[src/rtl/fifo_ring.sv]
// Circular-buffer synchronous FIFO with first-word-fall-through output,
// occupancy count, almost-full/almost-empty thresholds and error pulses.
module fifo_ring #(
    parameter int WD     = 8,
    parameter int AW     = 4,
    parameter int AF_LVL = 2**AW - 2,
    parameter int AE_LVL = 2
) (
    input  logic          clk,
    input  logic          reset,
    input  logic [WD-1:0] d_in,
    input  logic          push,
    input  logic          pop,
    input  logic          flush,
    output logic [WD-1:0] d_out,
    output logic          empty,
    output logic          full,
    output logic          almost_empty,
    output logic          almost_full,
    output logic [AW:0]   count,
    output logic          overflow,
    output logic          underflow
);

    localparam int          DEPTH     = 2**AW;
    localparam logic [AW:0] DEPTH_CNT = (AW+1)'(DEPTH);
    localparam logic [AW:0] AF_CNT    = (AW+1)'(AF_LVL);
    localparam logic [AW:0] AE_CNT    = (AW+1)'(AE_LVL);

    logic [WD-1:0] mem [0:DEPTH-1];

    logic [AW-1:0] wr_ptr_reg, wr_ptr_next;
    logic [AW-1:0] rd_ptr_reg, rd_ptr_next;
    logic [AW:0]   count_reg, count_next;
    logic          overflow_reg, overflow_next;
    logic          underflow_reg, underflow_next;
    logic          push_ok, pop_ok, wr_en;

    // A pop frees a slot in the same cycle, so a full FIFO can still accept a push alongside it.
    always_comb begin
        pop_ok         = pop && (count_reg != '0);
        push_ok        = push && ((count_reg != DEPTH_CNT) || pop_ok);
        wr_ptr_next    = wr_ptr_reg;
        rd_ptr_next    = rd_ptr_reg;
        count_next     = count_reg;
        overflow_next  = 1'b0;
        underflow_next = 1'b0;
        wr_en          = 1'b0;
        if (flush) begin
            wr_ptr_next = '0;
            rd_ptr_next = '0;
            count_next  = '0;
        end else begin
            wr_en          = push_ok && !reset;
            overflow_next  = push && !push_ok;
            underflow_next = pop && !pop_ok;
            if (push_ok) begin
                wr_ptr_next = wr_ptr_reg + 1'b1;
            end
            if (pop_ok) begin
                rd_ptr_next = rd_ptr_reg + 1'b1;
            end
            if (push_ok && !pop_ok) begin
                count_next = count_reg + 1'b1;
            end else if (pop_ok && !push_ok) begin
                count_next = count_reg - 1'b1;
            end
        end
    end

    always_ff @(posedge clk) begin
        if (reset) begin
            wr_ptr_reg    <= '0;
            rd_ptr_reg    <= '0;
            count_reg     <= '0;
            overflow_reg  <= 1'b0;
            underflow_reg <= 1'b0;
        end else begin
            wr_ptr_reg    <= wr_ptr_next;
            rd_ptr_reg    <= rd_ptr_next;
            count_reg     <= count_next;
            overflow_reg  <= overflow_next;
            underflow_reg <= underflow_next;
        end
    end

    // Storage is never cleared; stale words are hidden by count and the d_out mask.
    always_ff @(posedge clk) begin
        if (wr_en) begin
            mem[wr_ptr_reg] <= d_in;
        end
    end

    assign d_out        = (count_reg != '0) ? mem[rd_ptr_reg] : '0;
    assign count        = count_reg;
    assign empty        = (count_reg == '0);
    assign full         = (count_reg == DEPTH_CNT);
    assign almost_empty = (count_reg <= AE_CNT);
    assign almost_full  = (count_reg >= AF_CNT);
    assign overflow     = overflow_reg;
    assign underflow    = underflow_reg;

endmodule
[config.mk]
export PLATFORM = sky130hd
export DESIGN_NAME = fifo_ring
export DESIGN_NICKNAME = d
export VERILOG_FILES = /design/src/rtl/fifo_ring.sv
export SDC_FILE = /design/constraint.sdc
export NUM_CORES = 1
export LEC_CHECK = 0
export BUFFER_PORTS_ARGS = -buffer_cell sky130_fd_sc_hd__buf_2
export CORE_AREA = 2 2 134 97
export CTS_CLUSTER_DIAMETER = 60
export DETAILED_ROUTE_END_ITERATION = 7
export DIE_AREA = 0 0 136 99
export GPL_TIMING_DRIVEN = 1
export PLACE_DENSITY_LB_ADDON = 0.15
export SLEW_MARGIN = 20
export SYNTH_ARGS = -nofsm -noshare
export SYNTH_HDL_FRONTEND = slang
export SYNTH_SLANG_ARGS = --single-unit
export TNS_END_PERCENT = 5
[constraint.sdc]
create_clock -name clk -period 2.87 [get_ports clk]
set_input_delay 0.861 -clock clk [delete_from_list [all_inputs] [get_ports clk]]
set_output_delay 0.861 -clock clk [all_outputs]
set_load 0.01 [all_outputs]
==> results of run 1 <==
final timing paths:
check,start,to,slack [ns],cells past startpoint
worst max-delay path,flop,d_out[3],-0.09,6
worst min-delay path,rd_ptr_reg[3],rd_ptr_reg[3],0.51,2
worst max register to register,count[3],count[4],0.14,9
worst min register to register,rd_ptr_reg[3],rd_ptr_reg[3],0.51,2
worst max-delay path: cells and delay by family (launching register included):
family | cells | cell delay (ns)
DFF | 1 | 0.40
AOI/OAI and AO/OA | 2 | 0.29
and+or+nand+nor | 1 | 0.16
buffers and inverters | 2 | 0.35
muxes | 1 | 0.48
cells in the mapped netlist:
| library cell | instances | area, um^2 |
|---|---|---|
| o21ai_4 | 1 | 16.27 |
| a211o_1 | 1 | 8.760 |
| a311o_1 | 1 | 10.01 |
| a21o_1 | 1 | 7.510 |
| ha_1 | 9 | 112.6 |
| edfxtp_1 | 128 | 3844 |
| xnor2_1 | 2 | 17.52 |
| nor3_1 | 4 | 20.02 |
| a211oi_1 | 17 | 127.6 |
| o31ai_4 | 1 | 21.27 |
| or4_1 | 1 | 7.510 |
| o311a_1 | 1 | 10.01 |
| and4b_1 | 2 | 20.02 |
| nand2b_1 | 2 | 12.51 |
| nand2_1 | 8 | 30.03 |
| inv_1 | 5 | 18.77 |
| or4_4 | 1 | 11.26 |
| o211ai_1 | 2 | 15.01 |
| dfxtp_1 | 19 | 380.4 |
| nor2_2 | 1 | 6.260 |
| mux4_2 | 32 | 720.7 |
| o21ai_0 | 2 | 10.01 |
| or2_2 | 1 | 6.260 |
| fa_1 | 1 | 20.02 |
| buf_6 | 1 | 11.26 |
| a31o_2 | 1 | 8.760 |
| clkbuf_1 | 9 | 33.78 |
| buf_2 | 7 | 35.03 |
| or3_1 | 1 | 6.260 |
| nor4_1 | 1 | 6.260 |
| nor2_1 | 26 | 97.59 |
| buf_4 | 2 | 15.01 |
| nor2b_1 | 8 | 50.05 |
| and3_1 | 1 | 6.260 |
| a21oi_1 | 4 | 20.02 |
| mux2i_1 | 10 | 100.1 |
| nand3_1 | 6 | 30.03 |
| xor2_1 | 4 | 35.03 |
| o311ai_2 | 1 | 16.27 |
| a2111oi_0 | 1 | 8.760 |
logic make-up after synthesis:
| group | Yosys count | share of synthesized area (%) |
|---|---|---|
| AOI/OAI and AO/OA | 34 | 4.723 |
| xor gates and xnor gates | 6 | 0.8855 |
| adders and majority gates | 10 | 2.235 |
| buffers and inverters | 24 | 1.918 |
| DFF | 147 | 71.18 |
| muxes | 42 | 13.83 |
| and+or+nand+nor | 63 | 5.229 |
metrics by stage:
stage                     total power [mW]  utilization (%)  TNS, ns
after floorplan                      2.757                -        0
after global placement               2.958            52.99        0
after detailed placement             2.966            52.99        0
after CTS                            5.091            58.80   -1.090
after global routing                 5.270            59.26   -1.236
final                                5.061            59.26  -0.4451
cell type report:
class,count,area (um^2)
fillers,938,4957
flip-flops and latches,147,4229
multi-input cells,155,1688
repair buffers,63,498.0
clock buffers,17,425.4
well taps,162,202.7
clock inverters,15,147.6
inverters,5,18.77
routing by layer:
metal  track usage, %  vias up  wire length (um)
met5                0        -                 0
met4            6.731        0                51
met3            5.607        4               812
met2            28.41       90              5419
met1            28.57     1576              5545
li1                 -     1438                 -
power groups by stage:
stage	sequential [mW]	clock, mW	combinational (mW)
6_report	2.37	2.10	0.593
5_1_grt	2.37	2.25	0.653
4_1_cts	2.36	2.15	0.579
3_5_place_dp	2.41	0	0.556
3_3_place_gp	2.41	0	0.549
2_1_floorplan	2.42	0	0.337
timing repair:
item                       CTS  global route
gates resized for setup     19             9
pin swaps                   11            11
setup buffers                1             1
hold buffers                 0             0
cloned                       2             1
setup endpoints to repair    8             9
==> metrics.md, run 1 <==
| Metric | Value |
|---|---|
| Gpl congestion | about 0.85 |
| Worst setup EP type | output port |
| DP Area | around 0.0064 mm^2 |
| Cell Chain, Critical Path | buf_12, mux4_2, nor2b_2, a211oi_2, a211oi_2, buf_2 |
| Detailed Routing Iterations Pass 1 | 6 |
| DRT iter0 DRCs | roughly 170 |
| Critical path startpoint category | flop |
| NetSw | 1.256 mW |
| Synth-to-Final Area Change | 21.48% |
| DIE WIDTH | around 140 um |
| Clock Sink Count | 147 |
| Final WL | 11830 um |
| Port Buffers | 31 |
| Slowest library cell on the worst path | mux4_2 |
| DRC errors left | 0 |
| CP peak stage delay | between 0.4 and 0.5 ns |
| FMAX | between 300 and 400 MHz |
| Rel. slew slack | a little under two fifths |
| Hold crit path type | flop to flop |
| Netlist cell types | 40 |
| Vias after detailed routing | 3108 |
| ANT cells | 0 |
| Fraction of layout cells with a size suffix above 1 | between 30 and 40% |
| Max reg flops | about 130 |
| RSZ-0062 raised after global routing | yes |
| Sequential cell area fraction in the yosys report | between 70% and 80% |
| Syn. warnings | 0 |
| Hpwl dp | about 7800 um |
| Max-cap violation count | 0 |
| Largest net degree at the start of global routing | 33 |
| Setup WS pre-CTS | 0.1183 ns |
| Maximum vdd drop | about 0.00044 V |
| CORE AREA | about 0.012 mm^2 |
| Internal | roughly 3.8 mW |
| # IOs | 32 |
| Placed insts | 528 |
| Sw Share | approximately a quarter |
| Commonest non-fill, non-tap cells in the layout | 128 x edfxtp_1, 32 x mux4_2, 31 x buf_2 |
| WL per Instance | 20.97 um |
| FF+latch count, synth | around 150 |
| Final setup violation count | 8 |
| Root Driver | clkbuf_16 |
| Final hold slack | a little over 0.5 ns |
| Final Hold Viols | 0 |
| Total track usage | 19.57% |
| Flop pwr share | approximately 47% |
| Mapped cell area | between 0.005 and 0.006 mm^2 |
| Status | finished, violations left |
| Pwr per Cell Area | approximately 700 mW/mm^2 |
| Post-route minimum period | 2.962 ns |
| Critical path data required time | about 2 ns |
| Syn Inst Count | roughly 330 |
| CTS clk-pin slew, worst paths | approximately 0.060 ns |
| Comb pwr share | between 10% and 20% |
| Layout net count | 412 |
| Final Max Slew Viols | 0 |
| Lkg Pwr | 2.413 nW |
| # H-tree levels | 4 |
| Setup WS post-layout | -0.09208 ns |
| Avg Cell Area, Syn | approximately 18 um^2 |
| Die Span Y | slightly below 100 um |
| Num CTS Buffers | 17 |
| CP Max Fanout | 5 |
| Clock network fraction of total power | 41.5% |
| Most used cell, CP | a211oi_2 |
| Worst skew pair latency | ~0.41 ns |
| Antenna Violating Nets Remaining | 0 |
| Grt ovf | 0 |
| Final period utilization | 103.2% |
| Syn nets | 349 |
| First-pass GRT wire length | ~19000 um |
| Leading cell type in the layout, fill and taps excluded | edfxtp_1 |
| Vias per inst | between 5 and 6 |
| CTS tree | done |
| Die area | approximately 0.013 mm^2 |
| Antenna violations before repair | 0 |
| Tightest Pin Transition | 0.9345 ns |
| Clk_skew | between 0.008 and 0.009 ns |
| WS Path Type | flop to output port |
| Core Rows | 34 |
| WP data arrival | between 2 and 2.5 ns |
| Initial core utilization | around half |
| Clock Path Buffers | 2 |
| Vias in the first global route | between 3000 and 4000 |
| Non-filler cells, final | approximately 560 |
| Failing checks | negative setup slack |
| Fin area | 0.007209 mm^2 |
(Power assumes the default switching activity.)
==> run 2, diff against run 1 <==
--- a/config.mk
+++ b/config.mk
@@ -6,6 +6,7 @@
 export NUM_CORES = 1
 export LEC_CHECK = 0
 export BUFFER_PORTS_ARGS = -buffer_cell sky130_fd_sc_hd__buf_2
+export CAP_MARGIN = 40
 export CORE_AREA = 2 2 134 97
 export CTS_CLUSTER_DIAMETER = 60
 export DETAILED_ROUTE_END_ITERATION = 7
==> constraint.sdc (replaced) <==
create_clock -name clk -period 2.87 [get_ports clk]
set_input_delay 0.861 -clock clk [delete_from_list [all_inputs] [get_ports clk]]
set_output_delay 0.861 -clock clk [all_outputs]
set_load 0.1 [all_outputs]
==> metrics.md, run 2 (same netlist as run 1, synthesis figures left out) <==
| Metric | Value |
|---|---|
| Comb pwr share | 22.3% |
| Reg2reg path depth | 10 |
| Clock network fraction of total power | a little under two fifths |
| CTS clk-pin slew, worst paths | ~0.06 ns |
| Fin Setup TNS | -0.9382 ns |
| Core Rows | 34 |
| CTS tree | done |
| Detailed Routing Iterations Pass 1 | 4 |
| Critical path data required time | between 2 and 2.5 ns |
| Setup WS post-layout | -0.1446 ns |
| Leading cell type in the layout, fill and taps excluded | edfxtp_1 |
| Final Hold Viols | 0 |
| Vias per inst | approximately 5.4 |
| Die area | approximately 0.013 mm^2 |
| Final setup violation count | 8 |
| Final WL | ~12000 um |
| Met1 Use GR | between 20% and 30% |
| First-pass GRT wire length | approximately 18000 um |
| Port Buffers | 31 |
| Synth-to-Final Area Change | 29.41% |
| Capture point of the worst reg-to-reg path | count[3] |
| Clock Path Buffers | 2 |
| Commonest non-fill, non-tap cells in the layout | 128 x edfxtp_1, 32 x mux4_2, 32 x buf_4 |
| Worst skew pair latency | around 0.42 ns |
| WP data arrival | 2.15 ns |
| Maximum vdd drop | 0.0007153 V |
| # H-tree levels | 4 |
| Num CTS Buffers | 17 |
| Hpwl dp | a little over 7000 um |
| Rel. slew slack | 67.61% |
| Most used routing layer | met2 |
| FMAX | roughly 330 MHz |
| Vias in the first global route | 3218 |
| Layout net count | ~420 |
| Failing checks | negative setup slack |
| Final period utilization | 105.0% |
| Clk_skew | between 0.008 and 0.009 ns |
| Reg2reg setup slack | 0.18 ns |
| Met2 Usage GRT | 29.73% |
| Gpl congestion | about 0.8 |
| Hold crit path type | flop to flop |
| NetSw | approximately 1.7 mW |
| Root Driver | clkbuf_16 |
| Hold Startpoint | rd_ptr_reg[3] |
| Post-route minimum period | 3.015 ns |
| Placed insts | 534 |
| Flop pwr share | between 30% and 40% |
| Max reg flops | 128 |
| Antenna Violating Nets Remaining | 0 |
| Critical path startpoint category | flop |
| GR Util met3 | just under 6% |
| Sw Share | between 20 and 30% |
| ANT cells | 0 |
| Grt ovf | 0 |
| Fin area | 0.007680 mm^2 |
| Final Max Slew Viols | 0 |
| DRC errors left | 0 |
| Max-cap violation count | 0 |
| Fraction of layout cells with a size suffix above 1 | between 40% and 50% |
| CORE AREA | ~0.012 mm^2 |
| Clock Sink Count | between 100 and 150 |
| Worst setup EP type | output port |
| DIE WIDTH | 136 um |
| RSZ-0062 raised after global routing | yes |
| Layout fillers | about 870 |
| Hold path depth | 2 |
| # IOs | 32 |
| DP Area | ~0.0067 mm^2 |
| Status | finished, violations left |
| Antenna violations before repair | 0 |
| CP Max Fanout | 7 |
| Pwr per Cell Area | slightly below 800 mW/mm^2 |
| Non-filler cells, final | roughly 580 |
| Core Util, Final | between 60% and 70% |
| Total track usage | between 10% and 20% |
| R2R Path Start | count[3] |
| WS Path Type | flop to output port |
| WL per Instance | about 20 um |
| Largest net degree at the start of global routing | 33 |
| DRT iter0 DRCs | between 200 and 250 |
| Lkg Pwr | approximately 2.6 nW |
| Tightest Pin Transition | just under 0.5 ns |
| Setup WS pre-CTS | between 0.04 and 0.05 ns |
| Initial core utilization | between 40 and 50% |
| Die Span Y | ~99 um |
| Internal | roughly 4.3 mW |
| Vias after detailed routing | approximately 3100 |
-- run 2: cell count changes in the layout (fill, tap and decap cells not counted), sizes merged --
cell,before,now
clkinv,4,3
buf,62,72
bufinv,1,4
clkbuf,18,25
clkinvlp,4,2
inv,11,5
-- run 2: stage by stage --
stage	power, mW	hold slack (ns)
2_1_floorplan	3.336	0.4587
3_3_place_gp	3.590	0.4846
3_5_place_dp	3.603	0.4916
4_1_cts	6.056	0.4929
5_1_grt	6.250	0.5313
6_report	6.040	0.4872
-- run 2: repair_timing --
action,CTS,global route
gates resized for setup,54,12
pin swaps,12,6
buffers inserted,4,3
hold buffers,0,0
endpoints found under the setup margin,8,12
cloned,1,1
-- run 2: layout make-up --
| class | count | area [um^2] | share of cell area (%) |
|---|---|---|---|
| clock inverter | 9 | 157.7 | 2.053 |
| multi-input combinational | 155 | 1849 | 24.08 |
| timing repair buffer | 74 | 739.5 | 9.629 |
| tap | 162 | 202.7 | 2.639 |
| clock buffer | 23 | 467.9 | 6.093 |
| inverter | 5 | 18.77 | 0.2444 |
| sequential | 147 | 4244 | 55.26 |
-- run 2: power groups by stage --
| stage | combinational, mW | sequential, mW | clock (mW) |
|---|---|---|---|
| finish | 1.35 | 2.39 | 2.30 |
| global route | 1.41 | 2.39 | 2.45 |
| CTS | 1.33 | 2.39 | 2.34 |
| detailed placement | 1.17 | 2.43 | 0 |
| global placement | 1.16 | 2.43 | 0 |
| floorplan | 0.814 | 2.52 | 0 |
-- run 2: how the worst max path moves through the flow --
stage,slack (ns),end,depth (start not counted)
finish,-0.14,d_out[5],7
global route,-0.22,d_out[5],7
CTS,-0.21,d_out[0],7
detailed placement,0.04,count[3],10
global placement,0.08,count[3],10
floorplan,-0.29,d_out[0],4
-- run 2: worst max-delay path, cell delays in order, from the launching register on --
cell      delay, ns
dfxtp_4        0.39
buf_16         0.14
buf_12         0.10
mux4_2         0.49
a211oi_2       0.24
buf_4          0.16
a211oi_4       0.04
buf_12         0.18
-- run 2: per-layer routing --
layer	routed length, um	up-vias
met4	138	0
met1	5283	1594
met2	5844	73
met3	555	14
met5	0	-
li1	-	1450
